$ cat config.mk
export PLATFORM = sky130hd
export DESIGN_NAME = dsp_pack_unpack
export DESIGN_NICKNAME = d
export VERILOG_FILES = /design/src/rtl/dsp_pack_unpack.sv
export SDC_FILE = /design/constraint.sdc
export NUM_CORES = 1
export LEC_CHECK = 0
export BUFFER_PORTS_ARGS = -buffer_cell sky130_fd_sc_hd__buf_4
export CORE_MARGIN = 4
export CORE_UTILIZATION = 47
export DETAILED_ROUTE_END_ITERATION = 16
export HOLD_SLACK_MARGIN = 0.15
export PLACE_DENSITY = 0.68
export SYNTH_ARGS = -nofsm -noshare
export SYNTH_HDL_FRONTEND = slang
export SYNTH_SLANG_ARGS = --single-unit
$ cat constraint.sdc
create_clock -name I_clk -period 4.3 [get_ports I_clk]
set_input_delay 0.215 -clock I_clk [delete_from_list [all_inputs] [get_ports I_clk]]
set_output_delay 0.215 -clock I_clk [all_outputs]
set_load 0.01 [all_outputs]
$ cat src/rtl/dsp_pack_unpack.sv
// Unpacks the dual-weight P word from the DSP cascade, accumulates both partial
// sums across input-channel passes and hands results out through a 2-deep buffer.
module dsp_pack_unpack #(
   parameter int LOW_W = 18,
   parameter int P_W   = 48,
   parameter int ACC_W = 32
) (
   input  logic             I_clk,
   input  logic             I_rst,
   input  logic [P_W-1:0]   I_p,
   input  logic             I_p_vld,
   input  logic             I_first,
   input  logic             I_last,
   output logic             O_p_rdy,
   output logic [ACC_W-1:0] O_res_l,
   output logic [ACC_W-1:0] O_res_h,
   output logic             O_res_vld,
   input  logic             I_res_rdy,
   output logic             O_ovf,
   output logic             O_seq_err
);

   localparam int HI_W = P_W - LOW_W;

   localparam logic [0:0] ST_IDLE  = 1'b0;
   localparam logic [0:0] ST_ACCUM = 1'b1;

   logic             accept;
   logic [ACC_W-1:0] loExt;
   logic [ACC_W-1:0] hiExt;

   logic             s1Vld_q;
   logic             s1First_q;
   logic             s1Last_q;
   logic [ACC_W-1:0] s1Lo_q;
   logic [ACC_W-1:0] s1Hi_q;

   logic [0:0]       state_q, state_d;
   logic [ACC_W-1:0] accL_q, accL_d;
   logic [ACC_W-1:0] accH_q, accH_d;
   logic [ACC_W-1:0] sumL, sumH, accLNext, accHNext;
   logic             startNew, ovfHit, seqHit, push, pop;

   logic [ACC_W-1:0] memL_q [2];
   logic [ACC_W-1:0] memH_q [2];
   logic             wrPtr_q, rdPtr_q;
   logic [1:0]       count_q, count_d;
   logic [1:0]       pending;
   logic             ovf_q, seqErr_q;

   // A negative low field borrows one from the high field, so add its sign bit back.
   always_comb begin
      loExt = {{(ACC_W-LOW_W){I_p[LOW_W-1]}}, I_p[LOW_W-1:0]};
      hiExt = {{(ACC_W-HI_W){I_p[P_W-1]}}, I_p[P_W-1:LOW_W]}
              + {{(ACC_W-1){1'b0}}, I_p[LOW_W-1]};
   end

   // Credits cover buffered results plus the last-beat still in the pipeline.
   assign pending = {1'b0, s1Vld_q & s1Last_q};
   assign O_p_rdy = (count_q + pending) < 2'd2;
   assign accept  = I_p_vld && O_p_rdy;

   always_ff @(posedge I_clk) begin
      if (I_rst) begin
         s1Vld_q   <= 1'b0;
         s1First_q <= 1'b0;
         s1Last_q  <= 1'b0;
         s1Lo_q    <= '0;
         s1Hi_q    <= '0;
      end else begin
         s1Vld_q <= accept;
         if (accept) begin
            s1First_q <= I_first;
            s1Last_q  <= I_last;
            s1Lo_q    <= loExt;
            s1Hi_q    <= hiExt;
         end
      end
   end

   // A stray first restarts the group and a missing first is treated as one.
   always_comb begin
      startNew = (state_q == ST_IDLE) || s1First_q;
      sumL     = accL_q + s1Lo_q;
      sumH     = accH_q + s1Hi_q;
      accLNext = startNew ? s1Lo_q : sumL;
      accHNext = startNew ? s1Hi_q : sumH;
      ovfHit   = s1Vld_q && !startNew &&
                 (((accL_q[ACC_W-1] == s1Lo_q[ACC_W-1]) && (sumL[ACC_W-1] != accL_q[ACC_W-1])) ||
                  ((accH_q[ACC_W-1] == s1Hi_q[ACC_W-1]) && (sumH[ACC_W-1] != accH_q[ACC_W-1])));
      seqHit   = s1Vld_q && (((state_q == ST_IDLE) && !s1First_q) ||
                             ((state_q == ST_ACCUM) && s1First_q));
      push     = s1Vld_q && s1Last_q;
      accL_d   = accL_q;
      accH_d   = accH_q;
      state_d  = state_q;
      if (s1Vld_q) begin
         if (s1Last_q) begin
            accL_d  = '0;
            accH_d  = '0;
            state_d = ST_IDLE;
         end else begin
            accL_d  = accLNext;
            accH_d  = accHNext;
            state_d = ST_ACCUM;
         end
      end
   end

   always_ff @(posedge I_clk) begin
      if (I_rst) begin
         state_q  <= ST_IDLE;
         accL_q   <= '0;
         accH_q   <= '0;
         ovf_q    <= 1'b0;
         seqErr_q <= 1'b0;
      end else begin
         state_q  <= state_d;
         accL_q   <= accL_d;
         accH_q   <= accH_d;
         ovf_q    <= ovf_q | ovfHit;
         seqErr_q <= seqErr_q | seqHit;
      end
   end

   assign pop = O_res_vld && I_res_rdy;

   always_comb begin
      count_d = count_q;
      if (push && !pop) begin
         count_d = count_q + 2'd1;
      end else if (pop && !push) begin
         count_d = count_q - 2'd1;
      end
   end

   // The credit check guarantees a push never meets a full buffer.
   always_ff @(posedge I_clk) begin
      if (I_rst) begin
         memL_q[0] <= '0;
         memL_q[1] <= '0;
         memH_q[0] <= '0;
         memH_q[1] <= '0;
         wrPtr_q   <= 1'b0;
         rdPtr_q   <= 1'b0;
         count_q   <= 2'd0;
      end else begin
         if (push) begin
            memL_q[wrPtr_q] <= accLNext;
            memH_q[wrPtr_q] <= accHNext;
            wrPtr_q         <= wrPtr_q + 1'b1;
         end
         if (pop) begin
            rdPtr_q <= rdPtr_q + 1'b1;
         end
         count_q <= count_d;
      end
   end

   assign O_res_l   = memL_q[rdPtr_q];
   assign O_res_h   = memH_q[rdPtr_q];
   assign O_res_vld = (count_q != 2'd0);
   assign O_ovf     = ovf_q;
   assign O_seq_err = seqErr_q;

endmodule

## Yosys cells after proc, flatten, opt, wreduce, memory -nomap -nowiden

Memories as Yosys holds them, arrays and structs flattened. A register that Yosys moved wholly into a read port is not among the register bits.
Index checks and enable logic that the tools add are counted.

| word-level totals | value |
|---|---|
| register bits after elaboration | 124 |
| memories | 2 |
| input port bits | 54 |
| memory bits (writable) | 128 |
| output and inout bits | 68 |

Memories:

| memory | depth | bits a word | read ports | clocked after Yosys merged registers in | write ports | line | RTL |
|---|---|---|---|---|---|---|---|
| memH_q | 2 | 32 | 1 | 1 | 2 | 45 | `logic [ACC_W-1:0] memH_q [2];` |
| memL_q | 2 | 32 | 1 | 1 | 2 | 44 | `logic [ACC_W-1:0] memL_q [2];` |

| cells by class | value |
|---|---|
| mux-type cells | 22 |
| bitwise gates (word level) | 4 |
| add/subtract/negate cells | 8 |
| $lt $le $gt $ge | 1 |
| equal/unequal tests | 4 |
| reductions and logical operators | 23 |

Operators with widths:

| kind | number |
|---|---|
| 32-bit 2-to-1 mux | 6 |
| 32-bit adder | 2 |
| 32-bit OR reduction | 2 |
| 30-bit by 2-bit adder with 31-bit output | 1 |
| 1-bit 2-to-1 mux | 14 |
| 1-bit logical AND | 12 |
| 1-bit zero test | 4 |
| 2-bit 2-to-1 mux | 2 |
| 2-bit nonzero test | 2 |
| 1-bit logical OR | 3 |
| 1-bit adder, second input constant | 2 |
| 2-bit by 1-bit adder with 2-bit output | 1 |
| 2-bit by 1-bit adder with 2-bit output, second input constant | 1 |
| 1-bit == test | 2 |
| 2-bit less-than comparator, second input constant | 1 |
| 1-bit inequality test | 2 |
| 1-bit bitwise OR | 2 |
| 2-bit by 1-bit subtractor with 2-bit output, second input constant | 1 |
| 1-bit bitwise AND | 1 |
| 1-bit inverter | 1 |

## Logic depth before layout (Yosys ltp)

Gate-level depths: netlist of run 1.

| depth | value |
|---|---|
| depth in word-level cells | 6 |
| mapped depth | 11 |
| mapped depth without buffers | 11 |

## Worst setup path before layout of run 1

No wires, ideal clock.

| timing | value |
|---|---|
| kind | reg2reg |
| start point | register s1Vld_q |
| end point | memory memH_q[0][0] (enable) |
| setup time | 499 ps |
| path buffers | 0 |
| clock period less this slack | 3997 ps |
| stages on the path, launching flop included | 3 |
| data required time | 3801 ps |
| slack | 303 ps |
| arrival | 3498 ps |
| path through | dfxtp_1 > nand2_1 > o21bai_1 |

RTL lines:

| element | line | RTL |
|---|---|---|
| start: declaration | 32 | `logic s1Vld_q;` |
| start signal: assignment | 71 | `s1Vld_q <= accept;` |
| end: declaration | 45 |  |

## Final worst setup path of run 1

| timing | value |
|---|---|
| start point | input I_p[18] |
| end point | register s1Hi_q[18] |

| between the ends | value |
|---|---|
| word-level cells in the longest chain between the ends | 1 |

Ends and longest elaborated chain:

| element | line | RTL |
|---|---|---|
| start: declaration | 10 | `input logic [P_W-1:0] I_p,` |
| 30-bit by 2-bit adder with 31-bit output | 55 | `+ {{(ACC_W-1){1'b0}}, I_p[LOW_W-1]};` |
| end signal: assignment | 76 | `s1Hi_q <= hiExt;` |
| end: declaration | 36 | `logic [ACC_W-1:0] s1Hi_q;` |

No other way between the ends.
A chain may end at the register's enable or synchronous reset.

==> results of run 1 <==
## critical path: cells and delay by family
family	cells	cell delay (ns)
buf+inv	4	1.79
compound gates	1	0.26
fa+ha+maj	2	0.43
simple gates	4	1.21
## cell type report
class	instances	area, um2	area share (%)
flip-flops and latches	252	6327	38.03
inverters	16	60.06	0.3609
multi-input cells	1115	7222	43.40
well taps	384	480.5	2.887
clock inverters	9	97.59	0.5865
clock buffers	40	765.7	4.602
repair buffers	201	1687	10.14
## state kept, by name, indices dropped and copies added (netlist names), named ones only
signal,flops
s1First_q,1
state_q,1
memH_q,64
accL_q,32
rdPtr_q,1
s1Last_q,1
wrPtr_q,1
s1Lo_q,18
s1Vld_q,1
accH_q,32
O_seq_err,1
O_ovf,1
memL_q,64
count_q,2
s1Hi_q,31
## cell families (layout without fill, tap and decap cells)
logic type | after synthesis | count (layout) | synth area share, %
AOI/OAI and AO/OA | 350 | 350 | 16.13
xor gates and xnor gates | 82 | 82 | 5.174
adders and majority gates | 68 | 68 | 6.237
buffers and inverters | 98 | 266 | 2.686
DFF | 252 | 252 | 45.57
muxes | 107 | 107 | 8.301
and+or+nand+nor | 508 | 508 | 15.90
## metal layers
layer | vias to the layer above | GRT usage [%] | part of all wire (%)
met1 | 5317 | 29.46 | 47
met5 | - | 0 | 0
met3 | 50 | 2.668 | 4.6
li1 | 5569 | - | -
met4 | 0 | 4.663 | 1.9
met2 | 237 | 35.36 | 46
## per-stage QoR
stage	power [uW]	cell area, um2	hold slack (ns)	util (%)	setup WS [ns]
3_3_place_gp	4691	15120	0.4429	52.24	1.167
4_1_cts	7075	16640	0.3203	57.51	0.9482
6_report	7019	16640	0.3510	57.51	0.8723
3_5_place_dp	4724	15120	0.4465	52.24	1.098
5_1_grt	7375	16640	0.3495	57.51	0.6713
2_1_floorplan	4091	13880	0.3510	-	0.3028
## synthesized netlist by cell type (3+ instances only)
| cell | number | area share (%) |
|---|---|---|
| o21bai_1 | 8 | 0.43 |
| and2_1 | 7 | 0.32 |
| xnor2_1 | 44 | 2.8 |
| a211o_1 | 3 | 0.19 |
| buf_2 | 4 | 0.14 |
| o21ai_1 | 7 | 0.25 |
| and3_1 | 14 | 0.63 |
| clkbuf_1 | 75 | 2.0 |
| nand2_1 | 140 | 3.8 |
| nor2b_1 | 6 | 0.27 |
| o211ai_1 | 6 | 0.32 |
| o31ai_1 | 8 | 0.43 |
| a21boi_0 | 3 | 0.16 |
| inv_1 | 16 | 0.43 |
| a311oi_1 | 7 | 0.44 |
| a2bb2oi_1 | 3 | 0.19 |
| buf_1 | 3 | 0.081 |
| mux2i_1 | 42 | 3.0 |
| o21a_1 | 12 | 0.65 |
| a211oi_1 | 33 | 1.8 |
| mux2_2 | 65 | 5.3 |
| dfxtp_1 | 124 | 18 |
| xor2_1 | 38 | 2.4 |
| nor2_1 | 241 | 6.5 |
| nand2b_1 | 8 | 0.36 |
| or2_2 | 4 | 0.18 |
| o21ai_0 | 65 | 2.3 |
| nor3_1 | 18 | 0.65 |
| a21o_1 | 27 | 1.5 |
| nand3b_1 | 7 | 0.38 |
| ha_1 | 66 | 5.9 |
| or3_1 | 8 | 0.36 |
| a21oi_1 | 129 | 4.7 |
| edfxtp_1 | 128 | 28 |
| nand4_1 | 13 | 0.59 |
| a31oi_1 | 14 | 0.63 |
| nand3_1 | 28 | 1.0 |
| nor4_1 | 3 | 0.14 |
## final timing paths
check        slack (ns)  cells after the start             to       from
min reg2reg        0.46                      2      s1First_q  s1First_q
min                0.35                      4      s1Lo_q[0]    I_p_vld
max                0.87                     11     s1Hi_q[18]    I_p[18]
max reg2reg        1.01                     11  memH_q[1][30]  s1Hi_q[0]
## power by group through the flow
stage	Clock [uW]	Sequential, uW	Combinational [uW]
floorplan	0	2850	1250
global placement	0	2920	1770
detailed placement	0	2930	1790
global route	2440	2900	2030
finish	2290	2880	1850
CTS	2340	2880	1850
==> results.py, run 1 <==
metrics = {
    "sta": {
        "finalMaxSlewViolations": 0,
        "fin_tns_setup_ns": 0,
        "finalHoldViolCount": 0,
        "fin_crit_ns": 3.428,
        "rsz0062_at_grt": "no",
        "slew_headroom_pct": 22.22,
        "worstMarginPinSlew_ns": 1.162,
        "final.period_utilization_pct": 79.72,
        "timing.fmax_ghz": 0.2917,
        "finalSetupViolCount": 0,
        "fin_skew_ns": 0.01515,
    },
    "global_routing": {
        "grt_pass1_vias": 11160,
        "gr-usage-all-layers_pct": 21.10,
        "grt_overflow": 0,
        "grt_start_max_net_pins": 87,
        "grt_pass1_wl_mm": 57.36,
        "antenna_found_initial": 0,
    },
    "synthesis": {
        "netlist_area_mm2": 0.01388,
        "syn_nets": 1587,
        "synth_cell_type_count": 67,
        "ys.warnings.count": 0,
        "synthArstFlopShare_pct": 0,
        "ys_ff_latch": 252,
        "synth_edf_count": 128,
        "ys_seq_area_share_pct": 45.57,
        "synth_flop_cell": "edfxtp_1",
        "netlist_instances": 1465,
        "avgSynthCellArea_um2": 9.476,
    },
    "drt": {
        "vias": 11170,
        "wirelength_mm": 35.14,
        "drt_iter0_markers": 728,
        "post_drt_wl_per_cell_um": 17.42,
        "drc": 0,
        "ant_nets": 0,
        "drt_pass1_iterations": 7,
        "vias_per_cell": 5.539,
    },
    "floorplan": {
        "die_area_mm2": 0.03235,
        "coreArea_mm2": 0.02894,
        "start_util_pct": 47.98,
        "die_w_um": 179.9,
        "die_h_um": 179.9,
        "ios": 122,
        "core.rowCount": 62,
    },
    "pwr": {
        "p_int_uw": 4872,
        "switching_power_uw": 2147,
        "comb_power_share_pct": 26.4,
        "p_leak_uw": 0.006621,
        "irDropWorstVdd_v": 0.0003448,
        "power.share.clock_pct": 32.6,
        "switching_share_pct": 30.58,
        "power_frac_seq_pct": 41.0,
        "power.density_mw_per_mm2": 421.8,
    },
    "cells_and_area": {
        "layout-drive-gt1-share_pct": 16.11,
        "layout-area-overhead-vs-synth_pct": 19.86,
        "layout_commonest_cell": "nor2_1",
        "final_cell_mix": "nor2_1, nand2_1, buf_4",
        "n_antenna_cell": 0,
        "fillers": 2488,
        "instances_no_fill": 2017,
        "nNetsFinal": 1735,
    },
    "clocking": {
        "root_buffer": "clkbuf_16",
        "cts_tree": "yes",
        "post_cts_buffers": 0,
        "clk-insertion-delay-late_ns": 0.54,
        "cts_hold_buf": 66,
        "clk_pin_slew_ns": 0.06,
        "cts_htree_levels": 1,
        "cts_resized": 0,
        "clockBufferDepth": 3,
        "cts.sinks": 252,
        "cts_buffers": 27,
    },
    "flow_run": {
        "max-cap-violations": 0,
    },
    "place": {
        "post-place-cells": 1902,
        "place_congestion": 0.8925,
        "port_buffers": 121,
        "dp_hpwl_mm": 23.16,
    },
    "setup_path": {
        "cp_data_arrival_time_ns": 3.90,
        "end_kind": "register",
        "critPathMaxStageDelay_ns": 0.59,
        "start_kind": "primary input",
        "crit_top_cell": "dlygate4sd3_1",
        "crit_type": "in2reg",
        "path_cells": "dlygate4sd3_1 > buf_4 > ha_1 > ha_1 > nand2_1 > nor2_1 > nand2_1 > or3_1 > dlygate4sd3_1 > a311oi_1 > dlygate4sd3_1",
        "critPathSlowestCell": "dlygate4sd3_1",
        "critPathRequiredTime_ns": 4.77,
        "cp_max_fo": 7,
    },
    "run_status": {
        "status": "complete, no violations",
    },
    "min_path": {
        "min_path_type": "in2reg",
    },
}
(Power assumes the default switching activity.)
==> inputs of run 2 (changes only) <==
Settings changed: ABC_AREA set to 1, PLACE_DENSITY 0.68 to 0.65.
Clock period 4.3 ns to 3.3 ns, I/O delays scaled along.
==> results.py, run 2 <==
metrics = {
    "cells_and_area": {
        "final_cell_mix": "nand2_1, inv_1, nor2_1",
        "nNetsFinal": 2513,
        "fillers": 3256,
        "layout_commonest_cell": "nand2_1",
        "n_antenna_cell": 0,
        "layout-drive-gt1-share_pct": 13.97,
        "layout-area-overhead-vs-synth_pct": 17.69,
        "reg_top3": "memH_q x64, memL_q x64",
        "instances_no_fill": 2860,
    },
    "global_routing": {
        "grt_overflow": 0,
        "grt_pass1_wl_mm": 76.57,
        "antenna_found_initial": 0,
        "grt_pass1_vias": 14650,
        "grt_start_max_net_pins": 96,
        "gr-usage-all-layers_pct": 24.96,
    },
    "run_status": {
        "status": "complete, no violations",
    },
    "drt": {
        "drc": 0,
        "drt_pass1_iterations": 6,
        "vias": 14650,
        "wirelength_mm": 47.33,
        "vias_per_cell": 5.122,
        "post_drt_wl_per_cell_um": 16.55,
        "ant_nets": 0,
        "drt_iter0_markers": 850,
    },
    "sta": {
        "worstMarginPinSlew_ns": 1.122,
        "final.period_utilization_pct": 85.28,
        "timing.fmax_ghz": 0.3553,
        "finalSetupViolCount": 0,
        "rsz0062_at_grt": "no",
        "worst_slack_ns": 0.4858,
        "fin_tns_setup_ns": 0,
        "fin_skew_ns": 0.03059,
        "finalMaxSlewViolations": 0,
        "slew_headroom_pct": 25.21,
        "holdWs_ns": 0.1876,
        "finalHoldViolCount": 0,
        "fin_crit_ns": 2.814,
    },
    "floorplan": {
        "coreArea_mm2": 0.03378,
        "start_util_pct": 47.89,
        "die_area_mm2": 0.03745,
        "die_w_um": 193.5,
        "core.rowCount": 67,
        "die_h_um": 193.5,
        "ios": 122,
    },
    "place": {
        "post-place-cells": 2751,
        "port_buffers": 121,
        "place_congestion": 0.9112,
        "dp_hpwl_mm": 35.12,
        "pre_cts_ws_ns": 0.7537,
    },
    "synthesis": {
        "ys_seq_area_share_pct": 39.10,
        "synth_top_area_share_pct": 23.76,
        "synth_most_common_cell": "nand2_1",
        "yosysTopAreaCell": "edfxtp_1",
        "ys_ff_latch": 252,
        "netlist_area_mm2": 0.01618,
        "ys.warnings.count": 0,
        "synthArstFlopShare_pct": 0,
        "netlist_top_cells_count": "nand2_1, inv_1, nor2_1",
        "avgSynthCellArea_um2": 7.238,
        "netlist_instances": 2235,
        "synth_edf_count": 128,
        "synth_flop_cell": "edfxtp_1",
        "yosys-top-cells-area": "edfxtp_1, dfxtp_1, nand2_1",
        "synth_cell_type_count": 51,
        "syn_nets": 2357,
    },
    "clocking": {
        "clk_pin_slew_ns": 0.07,
        "cts.sinks": 252,
        "cts_htree_levels": 1,
        "cts_buffers": 27,
        "clockBufferDepth": 3,
        "cts_tree": "yes",
        "cts_resized": 0,
        "clk-insertion-delay-late_ns": 0.58,
        "root_buffer": "clkbuf_16",
    },
    "pwr": {
        "p_leak_uw": 0.008895,
        "irDropWorstVdd_v": 0.0003847,
        "power.density_mw_per_mm2": 445.2,
        "total_power_uw": 8476,
    },
    "setup_path": {
        "crit_type": "reg2reg",
        "path_cells": "nand2_2 > nor2_2 > xor2_2 > nand2_4 > buf_4 > nor3_2 > nand2_1 > dlygate4sd3_1 > o211a_1",
        "r2r-end": "s1Hi_q[29]",
        "crit_buf_inv": 2,
        "end_kind": "register",
        "rr_worst_depth": 9,
        "start_kind": "register",
        "cp_data_arrival_time_ns": 3.26,
        "ff2ff_setup_slack_ns": 0.49,
        "critPathRequiredTime_ns": 3.74,
        "cp_max_fo": 44,
        "path_delay_family": "simple AND/OR/NAND/NOR gates",
        "critPathMaxStageDelay_ns": 0.55,
        "critPathSlowestCell": "dlygate4sd3_1",
        "reg2reg_from": "s1Vld_q",
    },
    "min_path": {
        "min_path_type": "in2reg",
        "min_path_cells": 6,
        "hold_end": "s1Hi_q[8]",
        "min_from": "I_p[20]",
    },
    "flow_run": {
        "max-cap-violations": 0,
    },
}
## run 2: kinds of logic (layout without fill, tap and decap cells)
kind of cell	Yosys count	count (layout)	synth area share, %
AO/OA/AOI/OAI	257	257	8.592
XOR/XNOR	41	41	2.313
adder cells (fa/ha/maj)	68	68	5.352
buffers and inverters	412	589	10.03
flip-flops	252	252	39.10
multiplexers	64	64	4.455
AND/OR/NAND/NOR	1141	1141	30.15
## run 2: stage by stage
stage	util, %	cell area [um2]
6_report	56.36	19040
5_1_grt	56.36	19040
4_1_cts	56.36	19040
3_5_place_dp	51.96	17550
3_3_place_gp	51.96	17550
2_1_floorplan	-	16180
## run 2: how the worst max path moves through the flow
stage | from | endpoint | slack, ns | cells after the start
6_report | s1Vld_q | s1Hi_q[29] | 0.49 | 9
5_1_grt | s1Last_q | s1Hi_q[29] | 0.34 | 9
4_1_cts | s1Last_q | s1Hi_q[29] | 0.50 | 9
3_5_place_dp | s1Lo_q[17] | memL_q[1][20] | 0.75 | 13
3_3_place_gp | s1Lo_q[17] | memL_q[1][20] | 0.74 | 13
2_1_floorplan | I_rst | memH_q[0][0] | 0.48 | 7
## run 2: what timing repair did
item                                   CTS  global route
endpoints found under the hold margin   52             0
hold buffers                            59             0
buffers inserted                         0             0
## run 2: power breakdown
| group | switching (uW) | leakage (uW) | internal (uW) | total (uW) |
|---|---|---|---|---|
| registers | 129 | 0.00234 | 3460 | 3590 |
| clock network | 1300 | 0.000429 | 1780 | 3080 |
| logic | 1100 | 0.00613 | 705 | 1810 |
| total | 2530 | 0.00890 | 5950 | 8480 |
## run 2: final cells by class
cell class	count	area [um2]	share of cell area [%]
clock buffers	35	715.7	3.759
clock inverters	15	178.9	0.9397
inverters	340	1279	6.716
multi-input cells	1571	8249	43.33
flip-flops and latches	252	6327	33.23
well taps	448	560.5	2.944
repair buffers	199	1729	9.082
## run 2: routing by layer
| metal | track usage, % | vias to the layer above | routed length, um |
|---|---|---|---|
| li1 | - | 7444 | - |
| met1 | 30.25 | 6822 | 19850 |
| met2 | 47.28 | 316 | 24590 |
| met3 | 2.087 | 68 | 1623 |
| met4 | 6.924 | 0 | 1264 |
| met5 | 0 | - | 0 |
## run 2: worst register-to-register path, stage by stage, from the launching register on
cell           delay [ns]
dfxtp_1              0.50
nand2_2              0.14
nor2_2               0.14
xor2_2               0.22
nand2_4              0.34
buf_4                0.37
nor3_2               0.23
nand2_1              0.07
dlygate4sd3_1        0.55
o211a_1              0.11
